File: src/rtl/ucsbece154a_mem_arbiter_if.sv
// Core-side request/response and memory-side signals shared by the fetch/data arbiter.
// The slave modport is the arbiter's view; master is the core + memory environment.
interface ucsbece154a_mem_arbiter_if #(
  parameter int ADDR_WIDTH = 32,
  parameter int DATA_WIDTH = 32
);
  logic                  i_req_i;
  logic [ADDR_WIDTH-1:0] i_addr_i;
  logic                  i_ready_o;
  logic                  i_rvalid_o;
  logic [DATA_WIDTH-1:0] i_rdata_o;

  logic                  d_req_i;
  logic                  d_we_i;
  logic [ADDR_WIDTH-1:0] d_addr_i;
  logic [DATA_WIDTH-1:0] d_wdata_i;
  logic                  d_ready_o;
  logic                  d_rvalid_o;
  logic [DATA_WIDTH-1:0] d_rdata_o;

  logic                  mem_en_o;
  logic                  mem_we_o;
  logic [ADDR_WIDTH-1:0] mem_addr_o;
  logic [DATA_WIDTH-1:0] mem_wdata_o;
  logic [DATA_WIDTH-1:0] mem_rdata_i;

  modport slave (
    input  i_req_i, i_addr_i,
    output i_ready_o, i_rvalid_o, i_rdata_o,
    input  d_req_i, d_we_i, d_addr_i, d_wdata_i,
    output d_ready_o, d_rvalid_o, d_rdata_o,
    output mem_en_o, mem_we_o, mem_addr_o, mem_wdata_o,
    input  mem_rdata_i
  );

  modport master (
    output i_req_i, i_addr_i,
    input  i_ready_o, i_rvalid_o, i_rdata_o,
    output d_req_i, d_we_i, d_addr_i, d_wdata_i,
    input  d_ready_o, d_rvalid_o, d_rdata_o,
    input  mem_en_o, mem_we_o, mem_addr_o, mem_wdata_o,
    output mem_rdata_i
  );
endinterface

File: src/rtl/ucsbece154a_mem_arbiter.sv
// Shares one single-port synchronous RAM between fetch and load/store; data wins,
// but a pending fetch is granted after at most MAX_DATA_BURST consecutive data grants.
module ucsbece154a_mem_arbiter #(
  parameter int ADDR_WIDTH     = 32,
  parameter int DATA_WIDTH     = 32,
  parameter int MAX_DATA_BURST = 3
) (
  input logic clk,
  input logic reset,
  ucsbece154a_mem_arbiter_if.slave bus
);

  typedef enum logic [1:0] {
    RESP_NONE = 2'd0,
    RESP_I    = 2'd1,
    RESP_D    = 2'd2
  } resp_t;

  resp_t     resp;
  logic [3:0] starve_cnt;

  logic                  grant_i;
  logic                  grant_d;
  logic                  starved;
  logic [ADDR_WIDTH-1:0] sel_addr;
  logic [DATA_WIDTH-1:0] wdata;
  logic [DATA_WIDTH-1:0] rdata;

  assign starved = (starve_cnt == 4'(MAX_DATA_BURST));

  // Grants are forced off during reset so every output reads 0 while it is held.
  always_comb begin
    grant_d = !reset && bus.d_req_i && !(bus.i_req_i && starved);
    grant_i = !reset && bus.i_req_i && !grant_d;
  end

  always_comb begin
    sel_addr = '0;
    if (grant_d)
      sel_addr = bus.d_addr_i;
    else if (grant_i)
      sel_addr = bus.i_addr_i;
  end

  assign wdata = reset ? '0 : bus.d_wdata_i;
  assign rdata = reset ? '0 : bus.mem_rdata_i;

  assign bus.i_ready_o   = grant_i;
  assign bus.d_ready_o   = grant_d;
  assign bus.mem_en_o    = grant_i | grant_d;
  assign bus.mem_we_o    = grant_d & bus.d_we_i;
  assign bus.mem_addr_o  = sel_addr;
  assign bus.mem_wdata_o = wdata;

  assign bus.i_rvalid_o = (resp == RESP_I);
  assign bus.d_rvalid_o = (resp == RESP_D);
  assign bus.i_rdata_o  = rdata;
  assign bus.d_rdata_o  = rdata;

  always_ff @(posedge clk or posedge reset) begin
    if (reset) begin
      resp       <= RESP_NONE;
      starve_cnt <= 4'd0;
    end else begin
      if (grant_i)
        resp <= RESP_I;
      else if (grant_d && !bus.d_we_i)
        resp <= RESP_D;
      else
        resp <= RESP_NONE;

      if (!bus.i_req_i || grant_i)
        starve_cnt <= 4'd0;
      else if (grant_d && !starved)
        starve_cnt <= starve_cnt + 4'd1;
    end
  end

endmodule

File: src/flat_wrapper.sv
// flat-port wrapper written by rule: the top's interface ports become plain ports
module ucsbece154a_mem_arbiter_flat 
#(
  parameter int ADDR_WIDTH     = 32,
  parameter int DATA_WIDTH     = 32,
  parameter int MAX_DATA_BURST = 3
)
  (clk, reset, bus_i_req_i, bus_i_addr_i, bus_i_ready_o, bus_i_rvalid_o, bus_i_rdata_o, bus_d_req_i, bus_d_we_i, bus_d_addr_i, bus_d_wdata_i, bus_d_ready_o, bus_d_rvalid_o, bus_d_rdata_o, bus_mem_en_o, bus_mem_we_o, bus_mem_addr_o, bus_mem_wdata_o, bus_mem_rdata_i);
  ucsbece154a_mem_arbiter_if #(.ADDR_WIDTH(ADDR_WIDTH), .DATA_WIDTH(DATA_WIDTH)) bus_i ();
  input logic clk;
  input logic reset;
  input wire logic [$bits(bus_i.i_req_i)-1:0] bus_i_req_i;
  input wire logic [$bits(bus_i.i_addr_i)-1:0] bus_i_addr_i;
  output wire logic [$bits(bus_i.i_ready_o)-1:0] bus_i_ready_o;
  output wire logic [$bits(bus_i.i_rvalid_o)-1:0] bus_i_rvalid_o;
  output wire logic [$bits(bus_i.i_rdata_o)-1:0] bus_i_rdata_o;
  input wire logic [$bits(bus_i.d_req_i)-1:0] bus_d_req_i;
  input wire logic [$bits(bus_i.d_we_i)-1:0] bus_d_we_i;
  input wire logic [$bits(bus_i.d_addr_i)-1:0] bus_d_addr_i;
  input wire logic [$bits(bus_i.d_wdata_i)-1:0] bus_d_wdata_i;
  output wire logic [$bits(bus_i.d_ready_o)-1:0] bus_d_ready_o;
  output wire logic [$bits(bus_i.d_rvalid_o)-1:0] bus_d_rvalid_o;
  output wire logic [$bits(bus_i.d_rdata_o)-1:0] bus_d_rdata_o;
  output wire logic [$bits(bus_i.mem_en_o)-1:0] bus_mem_en_o;
  output wire logic [$bits(bus_i.mem_we_o)-1:0] bus_mem_we_o;
  output wire logic [$bits(bus_i.mem_addr_o)-1:0] bus_mem_addr_o;
  output wire logic [$bits(bus_i.mem_wdata_o)-1:0] bus_mem_wdata_o;
  input wire logic [$bits(bus_i.mem_rdata_i)-1:0] bus_mem_rdata_i;
  assign bus_i.i_req_i = bus_i_req_i;
  assign bus_i.i_addr_i = bus_i_addr_i;
  assign bus_i_ready_o = bus_i.i_ready_o;
  assign bus_i_rvalid_o = bus_i.i_rvalid_o;
  assign bus_i_rdata_o = bus_i.i_rdata_o;
  assign bus_i.d_req_i = bus_d_req_i;
  assign bus_i.d_we_i = bus_d_we_i;
  assign bus_i.d_addr_i = bus_d_addr_i;
  assign bus_i.d_wdata_i = bus_d_wdata_i;
  assign bus_d_ready_o = bus_i.d_ready_o;
  assign bus_d_rvalid_o = bus_i.d_rvalid_o;
  assign bus_d_rdata_o = bus_i.d_rdata_o;
  assign bus_mem_en_o = bus_i.mem_en_o;
  assign bus_mem_we_o = bus_i.mem_we_o;
  assign bus_mem_addr_o = bus_i.mem_addr_o;
  assign bus_mem_wdata_o = bus_i.mem_wdata_o;
  assign bus_i.mem_rdata_i = bus_mem_rdata_i;
  ucsbece154a_mem_arbiter #(.ADDR_WIDTH(ADDR_WIDTH), .DATA_WIDTH(DATA_WIDTH), .MAX_DATA_BURST(MAX_DATA_BURST)) u_core (.clk(clk), .reset(reset), .bus(bus_i));
endmodule
File: config.mk
export PLATFORM = sky130hd
export DESIGN_NAME = ucsbece154a_mem_arbiter_flat
export DESIGN_NICKNAME = d
export VERILOG_FILES = /design/src/rtl/ucsbece154a_mem_arbiter_if.sv /design/src/rtl/ucsbece154a_mem_arbiter.sv /design/src/flat_wrapper.sv
export SDC_FILE = /design/constraint.sdc
export NUM_CORES = 1
export LEC_CHECK = 0
export BUFFER_PORTS_ARGS = -buffer_cell sky130_fd_sc_hd__buf_4
export CORE_AREA = 5 5 101 103
export CTS_CLUSTER_DIAMETER = 80
export CTS_CLUSTER_SIZE = 40
export DETAILED_ROUTE_END_ITERATION = 8
export DIE_AREA = 0 0 106 108
export PLACE_DENSITY_LB_ADDON = 0.2
export SYNTH_ARGS = -nofsm -noshare
export SYNTH_HDL_FRONTEND = slang
export SYNTH_SLANG_ARGS = --single-unit
File: constraint.sdc
create_clock -name clk -period 2 [get_ports clk]
set_input_delay 0.2 -clock clk [delete_from_list [all_inputs] [get_ports clk]]
set_output_delay 0.2 -clock clk [all_outputs]
set_load 0.03 [all_outputs]
==> flow_summary.json <==
{
  "status": "complete, but fails checks",
  "violations": "setup timing",
  "fin_hold_ws_ps": 132,
  "fin_nets": 550,
  "final_antenna_net_count": 0,
  "slowest_stage": "or3b_4",
  "grt-ovfl-total": 0,
  "drt-wirelength-per-cell_um": 16.6,
  "nFillCells": 931,
  "crit_path_max_fanout": 5,
  "max_cap_viol_count": 0,
  "layout-drive-gt1-share": 0.717,
  "yosys.area.top_type": "nor2b_1",
  "pre_cts_slack_ps": -4.04,
  "drv_slew": 0,
  "grt_pass1_wl_um": 11900,
  "first_iter_violations": 91,
  "synth_nets": 311,
  "fin_crit_ps": 2210,
  "n_antenna_cell": 0,
  "leakagePower_uw": 0.00189,
  "cp.arrival_ps": 2010,
  "combinationalPowerShare": 0.756,
  "drt-total-wl_um": 8720,
  "coreArea_mm2": 0.00911,
  "area_delta_synth_final_pct": 162,
  "netlist.area_leader.share": 0.318,
  "path_depth": 7,
  "num_rows": 35,
  "irDropWorstVdd_uv": 133,
  "synth_edf_count": 0,
  "portBuffers": 266,
  "place_hpwl_um": 7160,
  "synth-main-ff-cell": "dfrtp_1",
  "hold_viol_final": 0,
  "avgViaCountPerCell": 4.21,
  "end_kind": "primary output",
  "relSlewSlack": 0.589,
  "pin_count": 267,
  "critPathBufInv": 3,
  "crit_family": "buffers and inverters",
  "max_stage_delay_ps": 380,
  "path_clk_slew_ps": 40,
  "drt_first_pass_iters": 4,
  "die_h_um": 108,
  "internal_power_uw": 713,
  "worst_slew_pin_slew_ps": 616,
  "setup_viol": 33,
  "p_per_area_mw_per_mm2": 358,
  "cts_buffers": 3,
  "vias": 2208,
  "drc": 0,
  "power.share.sequential": 0.100,
  "layoutNonFillerInstCount": 525,
  "crit_type": "flip-flop to primary output",
  "postPlaceCellArea_mm2": 0.00325,
  "grt_usage": 0.131,
  "utilization": 0.390,
  "die-area_mm2": 0.0114,
  "switchingPower_uw": 559,
  "die_width_um": 106,
  "reg2reg_depth": 7,
  "antenna_found_initial": 0,
  "synth_most_common_cell": "nor2b_1",
  "async_flop_share": 1.00,
  "timing.fmax_ghz": 0.452,
  "required_ps": 1800,
  "cpMostUsedCell": "buf_6",
  "cp_cell_sequence": "ha_2 > or3b_4 > a211oi_4 > buf_6 > buf_12 > a22o_1 > buf_6",
  "synth_seq_area_share": 0.111,
  "clkSinkCount": 6,
  "stdcell_area_mm2": 0.00355,
  "fin_skew_ps": 0.150,
  "post-route-period-util": 1.11,
  "start_util": 0.149,
  "place.gp.congestion": 0.760,
  "hp-class": "input port to flip-flop",
  "rsz0062_at_grt": "true",
  "layout_setup_ws_ps": -213,
  "insertion_delay_ps": 220,
  "syn_area_mm2": 0.00136,
  "h-tree-depth": 1,
  "hold_depth": 2,
  "syn_avg_cell_area_um2": 7.66,
  "switching_share": 0.439,
  "clk_path_buf_depth": 2,
  "synth_common_cells": "nor2b_1 (69), buf_4 (32), a22o_1 (30)",
  "dp.cells": 514,
  "yosysWarnings": 0,
  "grt_max_degree": 66,
  "ctsRootBufferMaster": "clkbuf_8",
  "cts_tree": "done",
  "clkPwrFrac": 0.145,
  "startpoint_type": "flip-flop",
  "ys_seq_elements": 6,
  "grt_pass1_vias": 2230,
  "synth_top_cells_by_area": "nor2b_1 (32%), a22o_1 (19%), buf_4 (18%)",
  "synthCells": 177,
  "synth_cell_types": 25
}
==> worst reg2reg max path: stages, from the launching register on <==
cell,delay [ps]
dfrtp_1,350
ha_2,180
buf_4,100
buf_4,90
nand4bb_2,190
and2_4,230
buf_12,160
nor2b_1,140
==> power groups by stage <==
stage / registers (uW) / clock network [uW] / logic [uW]
3_3_place_gp: 128 / 0 / 911
4_1_cts: 127 / 189 / 965
3_5_place_dp: 128 / 0 / 914
2_1_floorplan: 128 / 0 / 501
5_1_grt: 127 / 198 / 1010
6_report: 127 / 184 / 961
==> area by class of cell <==
cell class | instances | area [um2] | share of cell area
repair buffers | 281 | 2310 | 0.651
well taps | 111 | 139 | 0.0391
inverters | 2 | 7.51 | 0.00211
clock buffers | 3 | 41.3 | 0.0116
flip-flops and latches | 6 | 150 | 0.0423
multi-input cells | 122 | 901 | 0.254
==> sequential cells by signal, indices dropped and copies added (netlist names) <==
name               flops
u_core.starve_cnt      4
u_core.resp            2
==> final timing paths <==
kind	from	slack (ps)	endpoint
max reg2reg	u_core.starve_cnt[1]	460	u_core.resp[1]
max in group asynchronous	reset	1270	u_core.resp[0]
min in group asynchronous	reset	530	u_core.starve_cnt[3]
min reg2reg	u_core.starve_cnt[3]	630	u_core.starve_cnt[3]
max	u_core.starve_cnt[1]	-210	bus_mem_addr_o[0]
min	bus_d_we_i	130	u_core.resp[1]
==> placed cells by master, fill, tap and decap left out, drive strengths merged <==
master / netlist / layout
buf: 40 / 279
nor2b: 69 / 69
a22o: 32 / 32
dfrtp: 6 / 6
clkbuf: 7 / 4
nor2: 3 / 3
nand3: 3 / 3
inv: 2 / 2
nand2: 2 / 2
nand4bb: 1 / 1
a32oi: 1 / 1
or3b: 1 / 1
a211oi: 1 / 1
xnor2: 1 / 1
nor3: 1 / 1
and2: 1 / 1
and3: 1 / 1
and4b: 1 / 1
a31oi: 1 / 1
nand3b: 1 / 1
a21oi: 1 / 1
ha: 1 / 1
dlygate4sd3: 0 / 1
==> stage by stage <==
| stage | power (uW) | setup TNS (ps) |
|---|---|---|
| floorplan | 630 | 0 |
| global placement | 1040 | 0 |
| detailed placement | 1040 | -4.04 |
| CTS | 1280 | -5560 |
| global route | 1330 | -8630 |
| finish | 1270 | -5890 |
==> routing by layer <==
layer  wire (um)  vias to the layer above  global-route usage
li1            -                     1045                   -
met1        2710                      984               0.127
met2        4730                      169               0.262
met3        1170                       10              0.0543
met4         110                        0              0.0231
met5           0                        -                   0
==> what timing repair did <==
item / in CTS / in global routing
gates resized for setup: 35 / 2
hold endpoints to repair: 6 / 0
cloned: 2 / 1
endpoints found under the setup margin: 33 / 33
hold buffers: 1 / 0
pin swaps: 11 / 7
buffers inserted: 3 / 1
==> kinds of logic (layout without fill, tap and decap cells) <==
group                    count (synthesis)  count (layout)  share of synthesized area
XOR/XNOR                                 1               1                    0.00646
buffers and inverters                   49             286                      0.245
AO/OA/AOI/OAI                           36              36                      0.238
flip-flops                               6               6                      0.111
AND/OR/NAND/NOR                         84              84                      0.390
adder cells (fa/ha/maj)                  1               1                    0.00922
Note: power is estimated with default switching activity, not from simulation.
